## src/rtl/writeback_queue_if.sv

```systemverilog
// Bundle of the writeback queue's producer handshake, write-port and bypass signals.
// The queue itself connects through the slave modport; the pipeline side uses the master modport.
interface writeback_queue_if #(
    parameter int DEPTH = 4,
    parameter int WIDTH = 32
);
    localparam int CW = $clog2(DEPTH) + 1;

    // Producer handshake
    logic             res_valid;
    logic             res_ready;
    logic [4:0]       res_addr;
    logic [WIDTH-1:0] res_data;

    // Pipeline control
    logic             flush;
    logic             hold;

    // Register-file write port
    logic             wb_enable;
    logic [4:0]       wb_addr;
    logic [WIDTH-1:0] wb_data;

    // Bypass queries
    logic [4:0]       rd_addr_1;
    logic [4:0]       rd_addr_2;
    logic             byp_hit_1;
    logic             byp_hit_2;
    logic [WIDTH-1:0] byp_data_1;
    logic [WIDTH-1:0] byp_data_2;

    // Occupancy
    logic [CW-1:0]    count;

    modport slave (
        input  res_valid, res_addr, res_data, flush, hold, rd_addr_1, rd_addr_2,
        output res_ready, wb_enable, wb_addr, wb_data,
               byp_hit_1, byp_hit_2, byp_data_1, byp_data_2, count
    );

    modport master (
        output res_valid, res_addr, res_data, flush, hold, rd_addr_1, rd_addr_2,
        input  res_ready, wb_enable, wb_addr, wb_data,
               byp_hit_1, byp_hit_2, byp_data_1, byp_data_2, count
    );
endinterface

```

## src/rtl/writeback_queue.sv

```systemverilog
// Writeback queue: a DEPTH-entry circular FIFO of (register index, value) results
// feeding one registered register-file write stage, with two combinational bypass
// ports that return the newest still-pending value for a queried register.
module writeback_queue #(
    parameter int DEPTH = 4,
    parameter int WIDTH = 32
) (
    input  logic             clk,
    input  logic             rst_n,
    writeback_queue_if.slave io_bus
);
    localparam int AW = $clog2(DEPTH);
    localparam int CW = AW + 1;

    // FIFO storage kept in flops: the bypass search needs every entry at once
    logic [4:0]       r_mem_addr [DEPTH];
    logic [WIDTH-1:0] r_mem_data [DEPTH];

    logic [AW-1:0]    r_wr_ptr;
    logic [AW-1:0]    r_rd_ptr;
    logic [CW-1:0]    r_count;

    logic             r_wb_enable;
    logic [4:0]       r_wb_addr;
    logic [WIDTH-1:0] r_wb_data;

    logic             w_ready;
    logic             w_push;
    logic             w_pop;

    logic [AW-1:0]    w_age     [DEPTH];
    logic [DEPTH-1:0] w_slot_valid;
    logic [DEPTH-1:0] w_match_1;
    logic [DEPTH-1:0] w_match_2;

    logic             w_hit_1;
    logic             w_hit_2;
    logic [WIDTH-1:0] w_data_1;
    logic [WIDTH-1:0] w_data_2;

    // Readiness depends only on occupancy, so a same-cycle pop never frees a slot early.
    assign w_ready = (r_count < CW'(DEPTH));
    // x0 results complete the handshake but are never stored; a flush edge swallows the transfer.
    assign w_push  = io_bus.res_valid && w_ready && (io_bus.res_addr != 5'd0) && !io_bus.flush;
    assign w_pop   = (r_count != '0) && !io_bus.hold && !io_bus.flush;

    // Pointer and occupancy bookkeeping; flush empties the FIFO in one edge
    always_ff @(posedge clk or negedge rst_n) begin
        if (!rst_n) begin
            r_wr_ptr <= '0;
            r_rd_ptr <= '0;
            r_count  <= '0;
        end else if (io_bus.flush) begin
            r_wr_ptr <= '0;
            r_rd_ptr <= '0;
            r_count  <= '0;
        end else begin
            if (w_push) r_wr_ptr <= r_wr_ptr + AW'(1);
            if (w_pop)  r_rd_ptr <= r_rd_ptr + AW'(1);
            case ({w_push, w_pop})
                2'b10:   r_count <= r_count + CW'(1);
                2'b01:   r_count <= r_count - CW'(1);
                default: r_count <= r_count;
            endcase
        end
    end

    // Entry storage: contents need no reset because validity comes from the pointers
    always_ff @(posedge clk) begin
        if (w_push) begin
            r_mem_addr[r_wr_ptr] <= io_bus.res_addr;
            r_mem_data[r_wr_ptr] <= io_bus.res_data;
        end
    end

    // Write-port stage: strobe for exactly the cycle after a pop, address/data held otherwise
    always_ff @(posedge clk or negedge rst_n) begin
        if (!rst_n) begin
            r_wb_enable <= 1'b0;
            r_wb_addr   <= 5'd0;
            r_wb_data   <= '0;
        end else if (w_pop) begin
            r_wb_enable <= 1'b1;
            r_wb_addr   <= r_mem_addr[r_rd_ptr];
            r_wb_data   <= r_mem_data[r_rd_ptr];
        end else begin
            r_wb_enable <= 1'b0;
        end
    end

    // Per-slot validity (slot age relative to the head) and bypass address matches
    generate
        for (genvar gi = 0; gi < DEPTH; gi++) begin : g_slot
            assign w_age[gi]        = AW'(gi) - r_rd_ptr;
            assign w_slot_valid[gi] = ({1'b0, w_age[gi]} < r_count);
            assign w_match_1[gi]    = w_slot_valid[gi] && (io_bus.rd_addr_1 != 5'd0)
                                      && (r_mem_addr[gi] == io_bus.rd_addr_1);
            assign w_match_2[gi]    = w_slot_valid[gi] && (io_bus.rd_addr_2 != 5'd0)
                                      && (r_mem_addr[gi] == io_bus.rd_addr_2);
        end
    endgenerate

    // Bypass search from oldest (wb stage) to newest (tail); later matches override earlier ones
    always_comb begin
        w_hit_1  = 1'b0;
        w_hit_2  = 1'b0;
        w_data_1 = '0;
        w_data_2 = '0;
        if (r_wb_enable && (io_bus.rd_addr_1 != 5'd0) && (r_wb_addr == io_bus.rd_addr_1)) begin
            w_hit_1  = 1'b1;
            w_data_1 = r_wb_data;
        end
        if (r_wb_enable && (io_bus.rd_addr_2 != 5'd0) && (r_wb_addr == io_bus.rd_addr_2)) begin
            w_hit_2  = 1'b1;
            w_data_2 = r_wb_data;
        end
        for (int k = 0; k < DEPTH; k++) begin
            if (w_match_1[AW'(r_rd_ptr + AW'(k))]) begin
                w_hit_1  = 1'b1;
                w_data_1 = r_mem_data[AW'(r_rd_ptr + AW'(k))];
            end
            if (w_match_2[AW'(r_rd_ptr + AW'(k))]) begin
                w_hit_2  = 1'b1;
                w_data_2 = r_mem_data[AW'(r_rd_ptr + AW'(k))];
            end
        end
    end

    assign io_bus.res_ready  = w_ready;
    assign io_bus.wb_enable  = r_wb_enable;
    assign io_bus.wb_addr    = r_wb_addr;
    assign io_bus.wb_data    = r_wb_data;
    assign io_bus.byp_hit_1  = w_hit_1;
    assign io_bus.byp_hit_2  = w_hit_2;
    assign io_bus.byp_data_1 = w_data_1;
    assign io_bus.byp_data_2 = w_data_2;
    assign io_bus.count      = r_count;

endmodule

```

## src/flat_wrapper.sv

```systemverilog
// flat-port wrapper written by rule: the top's interface ports become plain ports
module writeback_queue_flat 
#(
    parameter int DEPTH = 4,
    parameter int WIDTH = 32
)
  (clk, rst_n, io_bus_res_valid, io_bus_res_addr, io_bus_res_data, io_bus_flush, io_bus_hold, io_bus_rd_addr_1, io_bus_rd_addr_2, io_bus_res_ready, io_bus_wb_enable, io_bus_wb_addr, io_bus_wb_data, io_bus_byp_hit_1, io_bus_byp_hit_2, io_bus_byp_data_1, io_bus_byp_data_2, io_bus_count);
  writeback_queue_if #(.DEPTH(DEPTH), .WIDTH(WIDTH)) io_bus_i ();
  input  logic clk;
  input  logic rst_n;
  input wire logic [$bits(io_bus_i.res_valid)-1:0] io_bus_res_valid;
  input wire logic [$bits(io_bus_i.res_addr)-1:0] io_bus_res_addr;
  input wire logic [$bits(io_bus_i.res_data)-1:0] io_bus_res_data;
  input wire logic [$bits(io_bus_i.flush)-1:0] io_bus_flush;
  input wire logic [$bits(io_bus_i.hold)-1:0] io_bus_hold;
  input wire logic [$bits(io_bus_i.rd_addr_1)-1:0] io_bus_rd_addr_1;
  input wire logic [$bits(io_bus_i.rd_addr_2)-1:0] io_bus_rd_addr_2;
  output wire logic [$bits(io_bus_i.res_ready)-1:0] io_bus_res_ready;
  output wire logic [$bits(io_bus_i.wb_enable)-1:0] io_bus_wb_enable;
  output wire logic [$bits(io_bus_i.wb_addr)-1:0] io_bus_wb_addr;
  output wire logic [$bits(io_bus_i.wb_data)-1:0] io_bus_wb_data;
  output wire logic [$bits(io_bus_i.byp_hit_1)-1:0] io_bus_byp_hit_1;
  output wire logic [$bits(io_bus_i.byp_hit_2)-1:0] io_bus_byp_hit_2;
  output wire logic [$bits(io_bus_i.byp_data_1)-1:0] io_bus_byp_data_1;
  output wire logic [$bits(io_bus_i.byp_data_2)-1:0] io_bus_byp_data_2;
  output wire logic [$bits(io_bus_i.count)-1:0] io_bus_count;
  assign io_bus_i.res_valid = io_bus_res_valid;
  assign io_bus_i.res_addr = io_bus_res_addr;
  assign io_bus_i.res_data = io_bus_res_data;
  assign io_bus_i.flush = io_bus_flush;
  assign io_bus_i.hold = io_bus_hold;
  assign io_bus_i.rd_addr_1 = io_bus_rd_addr_1;
  assign io_bus_i.rd_addr_2 = io_bus_rd_addr_2;
  assign io_bus_res_ready = io_bus_i.res_ready;
  assign io_bus_wb_enable = io_bus_i.wb_enable;
  assign io_bus_wb_addr = io_bus_i.wb_addr;
  assign io_bus_wb_data = io_bus_i.wb_data;
  assign io_bus_byp_hit_1 = io_bus_i.byp_hit_1;
  assign io_bus_byp_hit_2 = io_bus_i.byp_hit_2;
  assign io_bus_byp_data_1 = io_bus_i.byp_data_1;
  assign io_bus_byp_data_2 = io_bus_i.byp_data_2;
  assign io_bus_count = io_bus_i.count;
  writeback_queue #(.DEPTH(DEPTH), .WIDTH(WIDTH)) u_core (.clk(clk), .rst_n(rst_n), .io_bus(io_bus_i));
endmodule
```

## config.mk

```make
export PLATFORM = sky130hd
export DESIGN_NAME = writeback_queue_flat
export DESIGN_NICKNAME = d
export VERILOG_FILES = /design/src/rtl/writeback_queue_if.sv /design/src/rtl/writeback_queue.sv /design/src/flat_wrapper.sv
export SDC_FILE = /design/constraint.sdc
export NUM_CORES = 1
export LEC_CHECK = 0
export CAP_MARGIN = 20
export CORE_MARGIN = 2
export CORE_UTILIZATION = 62
export CTS_BUF_LIST = sky130_fd_sc_hd__clkbuf_8 sky130_fd_sc_hd__clkbuf_16
export CTS_CLUSTER_SIZE = 10
export DETAILED_ROUTE_END_ITERATION = 10
export PLACE_DENSITY = 0.94
export SLEW_MARGIN = 20
export SYNTH_ARGS = -nofsm -noshare
export SYNTH_HDL_FRONTEND = slang
export SYNTH_SLANG_ARGS = --single-unit
```

## constraint.sdc

```tcl
create_clock -name clk -period 15.07 [get_ports clk]
set_input_delay 3.7675 -clock clk [delete_from_list [all_inputs] [get_ports clk]]
set_output_delay 3.7675 -clock clk [all_outputs]
set_load 0.03 [all_outputs]
```

-- Yosys cells after proc, flatten, opt, wreduce, memory -nomap -nowiden
Memory sizes are Yosys's and may differ from the RTL's. A register that Yosys moved wholly into a read port is not among the register bits.
Cells that the tools add are included.
- register bits after elaboration: 40
- memory bits (writable): 148
- bits of input ports: 52
- output and inout bits: 108
- word-level logic and storage cells: 118
- memories kept: 2
- memories (name ; words ; width ; read ports ; clocked after Yosys merged registers in ; wr ports ; line ; RTL):
    u_core.r_mem_data ; 4 ; 32 ; 4 ; 0 ; 1 ; writeback_queue.sv:17 ; logic [WIDTH-1:0] r_mem_data [DEPTH];
    u_core.r_mem_addr ; 4 ; 5 ; 5 ; 1 ; 1 ; writeback_queue.sv:16 ; logic [4:0] r_mem_addr [DEPTH];
- add/subtract/negate cells: 10
- magnitude comparators: 9
- equality and inequality tests: 12
- mux-type cells: 45
- reductions and logical operators: 35
- operators with widths (kind ; number):
    32-bit 2-to-1 mux ; 10
    5-bit equality test ; 10
    1-bit logical AND ; 25
    1-bit 2-to-1 mux ; 21
    1-bit binary-select mux with 2-bit select ; 8
    5-bit nonzero test ; 3
    2-bit by 3-bit less-than comparator with 1-bit output ; 4
    2-bit by 3-bit less-than comparator with 1-bit output, second input constant ; 4
    2-bit 2-to-1 mux ; 4
    3-bit case mux with 2 select lines ; 1
    3-bit nonzero test ; 2
    2-bit by 1-bit adder with 2-bit output, second input constant ; 2
    2-bit adder, second input constant ; 2
    2-bit nonzero test ; 2
    1-bit by 2-bit subtractor with 2-bit output, first input constant ; 2
    2-bit subtractor, first input constant ; 2
    3-bit by 1-bit adder with 3-bit output, second input constant ; 1
    1-bit logical NOT ; 3
    3-bit less-than comparator, second input constant ; 1
    3-bit 2-to-1 mux ; 1
    3-bit by 1-bit subtractor with 3-bit output, second input constant ; 1
    2-bit by 1-bit equality test with 1-bit output, second input constant ; 1
    2-bit equality test, second input constant ; 1

-- Logic depth before layout (Yosys ltp)
- depth after elaboration: 10
- depth in mapped cells: 17
- mapped depth without buffers: 10

-- Least setup slack after synthesis
No wires, ideal clock.
- path kind: input to output
- start: input io_bus_rd_addr_1[3]
- end: output io_bus_byp_data_1[30]
- arrival time: 6230 ps
- required time: 11303 ps
- slack: 5073 ps
- stages on the path: 8
- buffers on the path: 1
- cells stage by stage: buf_2 xor2_1 nor3_1 nand4_1 mux2_2 mux2i_2 a311oi_1 o41ai_1
- cells in the longest elaborated chain, start to end: 9
- elaborated cells on any way between the ends: 29
- classes of those cells: 5 x eq/ne; 13 x mux; 11 x reduce/logical
- ends and longest elaborated chain (element ; line ; RTL):
    start, declared ; flat_wrapper.sv:16 ; input wire logic [$bits(io_bus_i.rd_addr_1)-1:0] io_bus_rd_addr_1;
    5-bit nonzero test ; writeback_queue.sv:96, writeback_queue.sv:109 ;
    1-bit logical AND ; writeback_queue.sv:96 ; assign w_match_1[gi] = w_slot_valid[gi] && (io_bus.rd_addr_1 != 5'd0)
    1-bit logical AND ; writeback_queue.sv:97 ; && (r_mem_addr[gi] == io_bus.rd_addr_1);
    1-bit binary-select mux with 2-bit select ; writeback_queue.sv:118 ; if (w_match_1[AW'(r_rd_ptr + AW'(k))]) begin
    1-bit 2-to-1 mux (not written as such) ; writeback_queue.sv:118 ;
    32-bit 2-to-1 mux (3 in a row) ; writeback_queue.sv:118 ;
    32-bit 2-to-1 mux (*) ; writeback_queue.sv:118 ;
    end, declared ; flat_wrapper.sv:24 ; output wire logic [$bits(io_bus_i.byp_data_1)-1:0] io_bus_byp_data_1;
Every way passes the cells marked *; elsewhere a longest branch is shown, timed or not. The select of a mux whose other input is x is not followed.

-- Final worst setup path
- start: input io_bus_rd_addr_2[1]
- end: output io_bus_byp_data_2[31]
- cells in the longest elaborated chain, start to end: 9
- elaborated cells on any way between the ends: 29
- classes of those cells: 5 x eq/ne; 13 x mux; 11 x reduce/logical
- ends and longest elaborated chain (element ; line ; RTL):
    start, declared ; flat_wrapper.sv:17 ; input wire logic [$bits(io_bus_i.rd_addr_2)-1:0] io_bus_rd_addr_2;
    5-bit nonzero test ; writeback_queue.sv:98, writeback_queue.sv:113 ;
    1-bit logical AND ; writeback_queue.sv:98 ; assign w_match_2[gi] = w_slot_valid[gi] && (io_bus.rd_addr_2 != 5'd0)
    1-bit logical AND ; writeback_queue.sv:99 ; && (r_mem_addr[gi] == io_bus.rd_addr_2);
    1-bit binary-select mux with 2-bit select ; writeback_queue.sv:122 ; if (w_match_2[AW'(r_rd_ptr + AW'(k))]) begin
    1-bit 2-to-1 mux (not written as such) ; writeback_queue.sv:122 ;
    32-bit 2-to-1 mux (3 in a row) ; writeback_queue.sv:122 ;
    32-bit 2-to-1 mux (*) ; writeback_queue.sv:122 ;
    end, declared ; flat_wrapper.sv:25 ; output wire logic [$bits(io_bus_i.byp_data_2)-1:0] io_bus_byp_data_2;
Marked as above.

==> qor.csv <==
stage;metric;value;unit
placement;globalplace.congestion;0.959;
setup_path;r2r_slack;11.97;ns
final_layout;fillCellCount;1356;
synth;avgSynthCellArea;12.0;um^2
timing;tightest_slew;1.22;ns
power;p_leak;5.00;nW
final_layout;syn2layout_area_growth;17.1;%
die;ioPinCount;160;
clock_network;ctsLongestPathBuffers;2;
synth;synthDistinctLibCells;57;
clock_network;clkLatencyLatePin;0.44;ns
timing;final-max-slew-violation-count;0;
final_layout;finish.utilization;73.4;%
power;power_density;171;mW/mm^2
clock_network;root_buffer;clkbuf_16;
timing;setup_ws;3.40;ns
die;initial_core_util;62.7;%
synth;synth-edff-count;148;
grt;grt_util_met2;55.1;%
setup_path;rr_worst_depth;5;
die;die_h;149;um
route;dr.pass1.iters;7;
synth;ys_warn_count;0;
timing;max-slew-margin-rel;18.4;%
setup_path;timing.rr.end;u_core.io_bus.wb_data[26];
placement;place_ws;3.43;ns
power;peakVddDrop;0.133;mV
die;rows;53;
route;wl;37600;um
placement;io_buffers;159;
timing;tns;0;ns
setup_path;crit_fanout;32;
setup_path;critPathRequiredTime;11.30;ns
clock_network;cts.sinks;193;
final_layout;nets;1245;
timing;fin_crit_sh;77.5;%
setup_path;startpoint_type;input port;
worst_hold_path;min_to;u_core.io_bus.wb_data[13];
synth;synthArstFlopShare;23.3;%
clock_network;postCtsSetupRepairBufs;0;
grt;grt_pass1_vias;10600;
grt;grt_most_used_layer;met2;
worst_hold_path;whs_path_depth;1;
route;drc_errors;0;
final_layout;ff_latch_area;0.00558;mm^2
clock_network;clk_pin_slew;0.07;ns
setup_path;endpoint_kind;primary output;
route;vias;10700;
synth;synth_area;0.0131;mm^2
timing;period_needed;11.67;ns
clock_network;cts_made_buffers;17;
route;wl_per_cell;25.6;um
clock_network;cts-htree-levels;4;
grt;grt_util_met3;6.27;%
worst_hold_path;hold_path_class;reg2reg;
worst_hold_path;worstHoldStart;u_core.io_bus.wb_data[13];
clock_network;cts-hold-fix-buffers;0;
grt;grt_max_degree;64;
grt;grt.overflow.total;0;
synth;synth_ff_type;edfxtp_1;
synth;synth_nets;1153;
timing;finClkSkew;0.0115;ns
die;core_area;0.0208;mm^2
final_layout;multiInputGateArea;0.00700;mm^2
setup_path;path_class;in2out;
grt;met1_usage;44.2;%
setup_path;r2r-start;u_core.r_rd_ptr[1];
route;drtIter0Drc;1604;
timing;finalHoldViolations;0;
grt;antenna_found_initial;0;
final_layout;layout-drive-gt1-share;22.6;%
run;cap_viol_max_count;0;
setup_path;crit_arrival;7.91;ns
synth;ys_ff_latch;193;
synth;ys_seq_area_share;42.7;%
clock_network;cts_tree;built;
status;status;finished clean;
timing;setup_violations;0;
timing;fmax;85.7;MHz
grt;grt_use_total;33.8;%
route;vias_per_cell;7.29;
synth;synthCells;1092;
placement;detailed_place_hpwl;23900;um
die;die_area;0.0222;mm^2
grt;grt_first_pass_wirelength;57600;um
route;final_antenna_net_count;0;
die;die_w;149;um
clock_network;cts_resized;0;
power;total_power;2.61;mW
timing;rsz0062_at_grt;false;
final_layout;antennaDiodeCount;0;
-- placed cells by master, fill, tap and decap left out, types with 14 or more instances in the layout --
cell	n
a32oi_1	31
clkdlybuf4s50_1	158
o21ai_0	33
edfxtp_1	148
o221ai_2	29
dfrtp_1	43
buf_4	14
mux2_2	71
a221oi_2	30
xnor2_1	16
nor2_1	93
a21oi_1	41
nand2b_1	32
clkbuf_16	17
o31ai_1	31
mux2i_1	34
a221oi_1	32
nand2_1	106
xor2_1	40
mux4_2	71
-- Yosys cell counts, drive strengths merged, types with 2 or more instances --
library cell  count  area (um^2)
a211o             2         17.5
a21oi            41          205
a221oi           62          731
a31oi             6         37.5
a32oi            31          272
a41oi             2         17.5
and2             10         62.6
and3              2         12.5
buf              54          318
clkbuf           48          181
dfrtp            45         1130
edfxtp          148         4440
ha                8          100
inv              10         37.5
mux2             71          800
mux2i            36          364
mux4             71         1600
nand2           106          398
nand2b           32          200
nand3             9         45.0
nand4            10         62.6
nor2             94          355
nor2b             5         38.8
nor3             15         95.1
nor4              2         27.5
o211ai            2         15.0
o21ai            35          175
o221ai           32          462
o311ai            2         17.5
o31ai            31          233
or3               3         18.8
xnor2            16          140
xor2             40          350
-- cells by family (layout without fill, tap and decap cells) --
kind of cell,count (synthesis),in the layout,share of synthesized area (%)
flops,193,193,42.7
mux,178,178,21.2
fa+ha+maj,9,9,0.920
xor+xnor,56,56,3.76
simple gates,290,290,10.2
compound gates,253,253,17.1
buf+inv,113,218,4.14
-- cell type report --
class                   instances  share of cell area (%)
well taps                     275                    2.25
flip-flops and latches        193                    36.5
clock inverters                11                   0.687
repair buffers                175                    11.4
inverters                      11                   0.278
multi-input cells             786                    45.8
clock buffers                  21                    3.14
-- power by group --
| part | switching (mW) | total, mW | internal [mW] |
|---|---|---|---|
| clock network | 0.207 | 0.453 | 0.247 |
| logic | 0.794 | 1.38 | 0.583 |
| registers | 0.128 | 0.783 | 0.655 |
| total | 1.13 | 2.61 | 1.49 |
-- worst max-delay path: stages --
cell             delay (ns)
clkdlybuf4s50_1        0.60
nor4_4                 0.42
and2_1                 0.43
o311ai_1               0.17
and2_1                 0.23
or3_2                  0.95
o221ai_1               0.57
clkdlybuf4s50_1        0.75
-- routing by layer --
layer  up-vias  share of wire (%)
met4         0                4.4
met5         -                  0
met1      5195                 36
met3       179                 11
li1       4502                  -
met2       855                 49
-- flip-flops by register name, summed over array words and instances (netlist names) --
name,flops
u_core.r_rd_ptr,2
u_core.io_bus.count,3
u_core.io_bus.wb_enable,1
u_core.io_bus.wb_data,32
u_core.r_wr_ptr,2
u_core.r_mem_data,128
u_core.io_bus.wb_addr,5
u_core.r_mem_addr,20
-- how the worst max path moves through the flow --
stage	endpoint	from	slack, ns	cells after the start
2_1_floorplan	io_bus_byp_data_1[30]	io_bus_rd_addr_1[3]	5.07	8
3_3_place_gp	io_bus_byp_data_1[30]	io_bus_rd_addr_1[1]	3.51	9
3_5_place_dp	io_bus_byp_data_1[30]	io_bus_rd_addr_1[3]	3.43	9
4_1_cts	io_bus_byp_data_1[30]	io_bus_rd_addr_1[3]	3.38	9
5_1_grt	io_bus_byp_data_1[1]	io_bus_rd_addr_1[0]	3.28	10
6_report	io_bus_byp_data_2[31]	io_bus_rd_addr_2[1]	3.40	8
-- through the flow --
stage	hold slack (ns)	area, um^2	std cells
after floorplan	0.542	13100	1092
after global placement	0.564	14700	1438
after detailed placement	0.577	14700	1438
after CTS	0.592	15200	1470
after global routing	0.621	15300	1472
final	0.598	15300	1472
Note: power is estimated with default switching activity, not from simulation.
